[config.mk]
export PLATFORM = sky130hd
export DESIGN_NAME = io_n_bidirectional_reg
export DESIGN_NICKNAME = d
export VERILOG_FILES = /design/src/rtl/io_bank_pkg.sv /design/src/rtl/io_channel.sv /design/src/rtl/io_n_bidirectional_reg.sv
export SDC_FILE = /design/constraint.sdc
export NUM_CORES = 1
export LEC_CHECK = 0
export BUFFER_PORTS_ARGS = -buffer_cell sky130_fd_sc_hd__buf_2
export CORE_UTILIZATION = 44
export CTS_BUF_LIST = sky130_fd_sc_hd__clkbuf_4 sky130_fd_sc_hd__clkbuf_8
export DETAILED_ROUTE_END_ITERATION = 16
export PLACE_DENSITY = 0.81
export REMOVE_ABC_BUFFERS = 1
export SLEW_MARGIN = 25
export SYNTH_ARGS = -nofsm -noshare
export SYNTH_HDL_FRONTEND = slang
export SYNTH_SLANG_ARGS = --single-unit
[constraint.sdc]
create_clock -name UserCLK -period 1.8 [get_ports UserCLK]
set_input_delay 0.18 -clock UserCLK [delete_from_list [all_inputs] [get_ports UserCLK]]
set_output_delay 0.18 -clock UserCLK [all_outputs]
set_load 0.02 [all_outputs]
[src/rtl/io_bank_pkg.sv]
// Shared definitions for the bidirectional pad bank: per-channel config layout and mode encoding.
package io_bank_pkg;

  localparam int unsigned CFG_BITS_PER_CH = 4;
  localparam int unsigned CFG_MODE_LSB    = 0;
  localparam int unsigned CFG_MODE_MSB    = 1;
  localparam int unsigned CFG_INV_BIT     = 2;
  localparam int unsigned CFG_FORCE_Z_BIT = 3;

  typedef enum logic [1:0] {
    ModeBypass = 2'b00,
    ModeOreg   = 2'b01,
    ModeIsync  = 2'b10,
    ModeBoth   = 2'b11
  } io_mode_e;

  typedef struct packed {
    logic     force_z;
    logic     inv;
    io_mode_e mode;
  } ch_cfg_t;

  function automatic ch_cfg_t decode_cfg(input logic [CFG_BITS_PER_CH-1:0] bits);
    ch_cfg_t c;
    c.mode    = io_mode_e'(bits[CFG_MODE_MSB:CFG_MODE_LSB]);
    c.inv     = bits[CFG_INV_BIT];
    c.force_z = bits[CFG_FORCE_Z_BIT];
    return c;
  endfunction

endpackage

[src/rtl/io_channel.sv]
// One bidirectional pad channel: optional output register, input synchronizer, and
// optional debounce on Q (built only when IO_DEBOUNCE_EN is defined).
module io_channel
  import io_bank_pkg::*;
#(
  parameter int unsigned SYNC_STAGES  = 2
`ifdef IO_DEBOUNCE_EN
  ,
  parameter int unsigned DEBOUNCE_CYC = 8
`endif
) (
  input  logic                       i_clk,
  input  logic                       i_rst,
  input  logic [CFG_BITS_PER_CH-1:0] i_cfg,
  input  logic                       i_data,
  input  logic                       i_tri,
  input  logic                       i_pad_data,
  output logic                       o_pad_data,
  output logic                       o_pad_tri,
  output logic                       o_data,
  output logic                       o_q
);

  ch_cfg_t                w_cfg;
  logic                   w_oreg;
  logic                   w_isync;
  logic                   w_sync;
  logic                   r_i;
  logic                   r_t;
  logic [SYNC_STAGES-1:0] r_sync;

  assign w_cfg   = decode_cfg(i_cfg);
  assign w_oreg  = (w_cfg.mode == ModeOreg) || (w_cfg.mode == ModeBoth);
  assign w_isync = (w_cfg.mode == ModeIsync) || (w_cfg.mode == ModeBoth);
  assign w_sync  = r_sync[SYNC_STAGES-1];

  // Registers run in every mode so a mode switch never sees stale or cleared state.
  always_ff @(posedge i_clk) begin
    if (i_rst) begin
      r_i    <= 1'b0;
      r_t    <= 1'b1;
      r_sync <= '0;
    end else begin
      r_i    <= i_data;
      r_t    <= i_tri;
      r_sync <= {r_sync[SYNC_STAGES-2:0], i_pad_data};
    end
  end

  always_comb begin
    o_pad_data = w_oreg ? r_i : i_data;
    o_pad_tri  = (w_oreg ? r_t : i_tri) | w_cfg.force_z | i_rst;
    o_data     = (w_isync ? w_sync : i_pad_data) ^ w_cfg.inv;
  end

`ifdef IO_DEBOUNCE_EN
  localparam int unsigned CntW   = $clog2(DEBOUNCE_CYC + 1);
  localparam logic [CntW-1:0] CntMax = CntW'(DEBOUNCE_CYC);

  logic [CntW-1:0] r_cnt;
  logic [CntW-1:0] w_cnt_d;
  logic            r_q;

  // Change detect looks one stage ahead so the count restarts on the edge the synced value moves.
  always_comb begin
    if (r_sync[SYNC_STAGES-1] != r_sync[SYNC_STAGES-2]) begin
      w_cnt_d = '0;
    end else if (r_cnt == CntMax) begin
      w_cnt_d = r_cnt;
    end else begin
      w_cnt_d = r_cnt + 1'b1;
    end
  end

  always_ff @(posedge i_clk) begin
    if (i_rst) begin
      r_cnt <= '0;
      r_q   <= 1'b0;
    end else begin
      r_cnt <= w_cnt_d;
      if (w_cnt_d == CntMax) begin
        r_q <= w_sync ^ w_cfg.inv;
      end
    end
  end

  assign o_q = r_q;
`else
  assign o_q = w_sync ^ w_cfg.inv;
`endif

endmodule

[src/rtl/io_n_bidirectional_reg.sv]
// Bank of NUM_CH independent bidirectional pad channels with per-channel static config.
// Define IO_DEBOUNCE_EN to build the Q debounce counters.
module io_n_bidirectional_reg
  import io_bank_pkg::*;
#(
  parameter int unsigned NUM_CH       = 4,
  parameter int unsigned SYNC_STAGES  = 2,
  parameter int unsigned DEBOUNCE_CYC = 8
) (
  input  logic                              UserCLK,
  input  logic                              UserRST,
  input  logic [NUM_CH-1:0]                 I,
  input  logic [NUM_CH-1:0]                 T,
  output logic [NUM_CH-1:0]                 O,
  output logic [NUM_CH-1:0]                 Q,
  output logic [NUM_CH-1:0]                 I_top,
  output logic [NUM_CH-1:0]                 T_top,
  input  logic [NUM_CH-1:0]                 O_top,
  input  logic [CFG_BITS_PER_CH*NUM_CH-1:0] ConfigBits
);

  if (NUM_CH < 1 || NUM_CH > 16) begin : g_bad_num_ch
    $error("NUM_CH must be within 1..16");
  end
  if (SYNC_STAGES < 2 || SYNC_STAGES > 4) begin : g_bad_sync
    $error("SYNC_STAGES must be within 2..4");
  end
  if (DEBOUNCE_CYC < 1 || DEBOUNCE_CYC > 255) begin : g_bad_debounce
    $error("DEBOUNCE_CYC must be within 1..255");
  end

  for (genvar k = 0; k < NUM_CH; k++) begin : g_ch
    io_channel #(
      .SYNC_STAGES (SYNC_STAGES)
`ifdef IO_DEBOUNCE_EN
      ,
      .DEBOUNCE_CYC(DEBOUNCE_CYC)
`endif
    ) u_ch (
      .i_clk     (UserCLK),
      .i_rst     (UserRST),
      .i_cfg     (ConfigBits[k*CFG_BITS_PER_CH +: CFG_BITS_PER_CH]),
      .i_data    (I[k]),
      .i_tri     (T[k]),
      .i_pad_data(O_top[k]),
      .o_pad_data(I_top[k]),
      .o_pad_tri (T_top[k]),
      .o_data    (O[k]),
      .o_q       (Q[k])
    );
  end

endmodule
==> results.tsv <==
stage	metric	value	unit
drt	detail_route.first_pass.iterations	9	
yosys	ys_dominant_reg_cell	dfxtp_1	
clocking	hold_buffers	0	
yosys	post-synth-top-area-fraction	0.410	
timing	min_period_over_period	0.727	
floorplan	fp.dieH	44.2	µm
timing	final_max_tran_viols	0	
yosys	yosysWarnings	0	
pwr	p_leak	0.470	nW
timing	post-route-worst-setup-slack	0.492	ns
yosys	largest_area_contributor_in_the_netlist	dfxtp_1	
yosys	ys_seq_elements	16	
timing	tns	0	ns
worst_setup_path	crit_buf_inv	1	
final_layout	areaGrowthSynthToFinish	18.6	%
placement	place.gp.congestion	0.616	
placement	port-buffer-count	45	
worst_setup_path	cp-start-kind	register	
clocking	clock_latency	0.28	ns
grt	groute.usage.overall	0.154	
floorplan	start_util	0.496	
floorplan	io_pins	46	
worst_setup_path	cp-end-kind	output port	
drt	vias_per_cell	4.62	
drt	dr_total_vias	577	
placement	place_hpwl	1.08	mm
floorplan	chipWidth	44.2	µm
grt	antenna_violations_before_repair	0	
yosys	synth-edff-count	0	
worst_setup_path	critical_path_s_top_delay_family	flip-flops	
pwr	power.ir.vdd_worst	0.540	mV
yosys	synth.cells.most_frequent	buf_4, dfxtp_1, nor2b_1	
grt	grt_pass1_vias	594	
clocking	max-clock-path-buffers	2	
yosys	synth_cell_type_count	12	
timing	final-setup-viol-count	0	
hold_path	hp-class	in -> reg	
yosys	synth-async-reset-ratio	0	
worst_setup_path	worstPathMaxFanout	2	
timing	hold_viol_final	0	
worst_setup_path	critPathSlowestCell	dfxtp_1	
floorplan	full_die_area	0.00195	mm²
final_layout	layout.nets	140	
timing	max_slew_margin	0.782	
grt	grt_overflow_total	0	
pwr	power.density	831	mW/mm²
clocking	h-tree-depth	1	
drt	wl_per_cell	10.6	µm
drt	drt_first_iter_violations	6	
drt	drc	4	
worst_setup_path	r2r.worst_path.cells	1	
drt	finalWirelength	1.33	mm
worst_setup_path	arrival	1.13	ns
clocking	cts_repair_resize_count	0	
worst_setup_path	cpPeakStageDelay	0.33	ns
clocking	numClockSinks	16	
timing	setup_repair_after_global_routing_missed_its_margin	false	
yosys	avgSynthCellArea	10.0	µm²
timing	timing.clock.skew	0.00979	ns
pwr	power.total	770	µW
worst_setup_path	timing.critical_path.cells	mux2i_1 -> xnor2_1 -> buf_2	
final_layout	final_layout_size_suffix_gt1_frac	0.486	
grt	grt_first_pass_wirelength	2.17	mm
yosys	yosys-top-cells-area	dfxtp_1, buf_4, mux2i_1, nor2b_1, mux2_2	
yosys	ys_seq_area_frac	0.410	
drt	number_of_nets_still_failing_antenna_checks_after_routing	0	
status	violations	design-rule violations	
yosys	synthesis.area	782	µm²
grt	grt_max_degree	21	
worst_setup_path	worstReg2RegEnd	g_ch[2].u_ch.r_sync[1]	
flow_run	cap_viol_max_count	0	
final_layout	antennaDiodeCount	0	
timing	worstMarginPinSlew	0.327	ns
clocking	cts_root_buf	clkbuf_4	
clocking	tritoncts.num_buffers	3	
worst_setup_path	critical_path_start_end_classification	reg -> out	
clocking	cts_tree	done	
timing	worst_hold_slack	0.0860	ns
worst_setup_path	critical_path_cell_count	3	
clocking	clkTransAtPathRegs	0.10	ns
worst_setup_path	r2r_setup_slack	1.27	ns
worst_setup_path	worstPathRequired	1.62	ns
yosys	post_synth_inst_count	78	
hold_path	worstHoldStart	T[2]	
placement	dpl_worst_slack	0.791	ns
clocking	post-cts-setup-buffer-count	0	
floorplan	fp-row-count	14	
hold_path	timing.hold.worst_endpoint	g_ch[2].u_ch.r_t	
worst_setup_path	r2r_start	g_ch[2].u_ch.r_sync[0]	
floorplan	core_area	0.00158	mm²
final_layout	layout.core_utilization	0.588	
timing	timing.fmax	765	MHz
status	outcome	complete, but fails checks	
hold_path	min_path_cells	2	
timing	finalWorstPathRequiredPeriod	1.31	ns
==> how the worst max path moves through the flow <==
stage / startpoint / endpoint
after floorplan: g_ch[0].u_ch.r_sync[1] / O[0]
after global placement: ConfigBits[5] / O[1]
after detailed placement: ConfigBits[13] / O[3]
after CTS: g_ch[3].u_ch.r_sync[1] / O[3]
after global routing: g_ch[1].u_ch.r_sync[1] / O[1]
final: g_ch[3].u_ch.r_sync[1] / O[3]
==> final cells by class <==
class                      count  area, µm²
multi-input combinational     44        325
fill                         143        649
clock buffer                   4       36.3
timing repair buffer          45        225
sequential                    16        320
tap                           16       20.0
==> layer usage <==
layer	part of all wire	global-route usage	vias to the layer above	wire length [µm]
met4	0.011	0.0909	0	15
met3	0.075	0.0245	2	100
met1	0.42	0.155	255	562
met5	0	0	-	0
met2	0.49	0.291	28	650
li1	-	-	292	-
==> logic make-up after synthesis <==
| family | after synthesis | synth area share |
|---|---|---|
| xor gates and xnor gates | 8 | 0.0896 |
| DFF | 16 | 0.410 |
| buffers and inverters | 18 | 0.174 |
| muxes | 12 | 0.160 |
| and+or+nand+nor | 24 | 0.166 |
==> cell usage in the layout, fill, tap and decap left out, drive strengths merged <==
cell type	instances
buf	45
dfxtp	16
nor2b	12
mux2i	8
nor2	4
nand2	4
xnor2	4
xor2	4
mux2	4
or2	4
clkbuf	4
==> registers in the layout (all words and copies together) (netlist names) <==
name and count:
g_ch.u_ch.r_sync 8, g_ch.u_ch.r_t 4, g_ch.u_ch.r_i 4
==> stage by stage <==
| step | std cells | cell area [µm²] |
|---|---|---|
| final | 125 | 927 |
| after detailed placement | 121 | 891 |
| after CTS | 125 | 927 |
| after floorplan | 60 | 646 |
| after global placement | 121 | 891 |
| after global routing | 125 | 927 |
==> power breakdown <==
| group | internal, mW | total [mW] | switching [mW] |
|---|---|---|---|
| registers | 0.372 | 0.377 | 0.00566 |
| logic | 0.0762 | 0.163 | 0.0871 |
| clock network | 0.123 | 0.230 | 0.107 |
| total | 0.571 | 0.770 | 0.200 |
(Power assumes the default switching activity.)
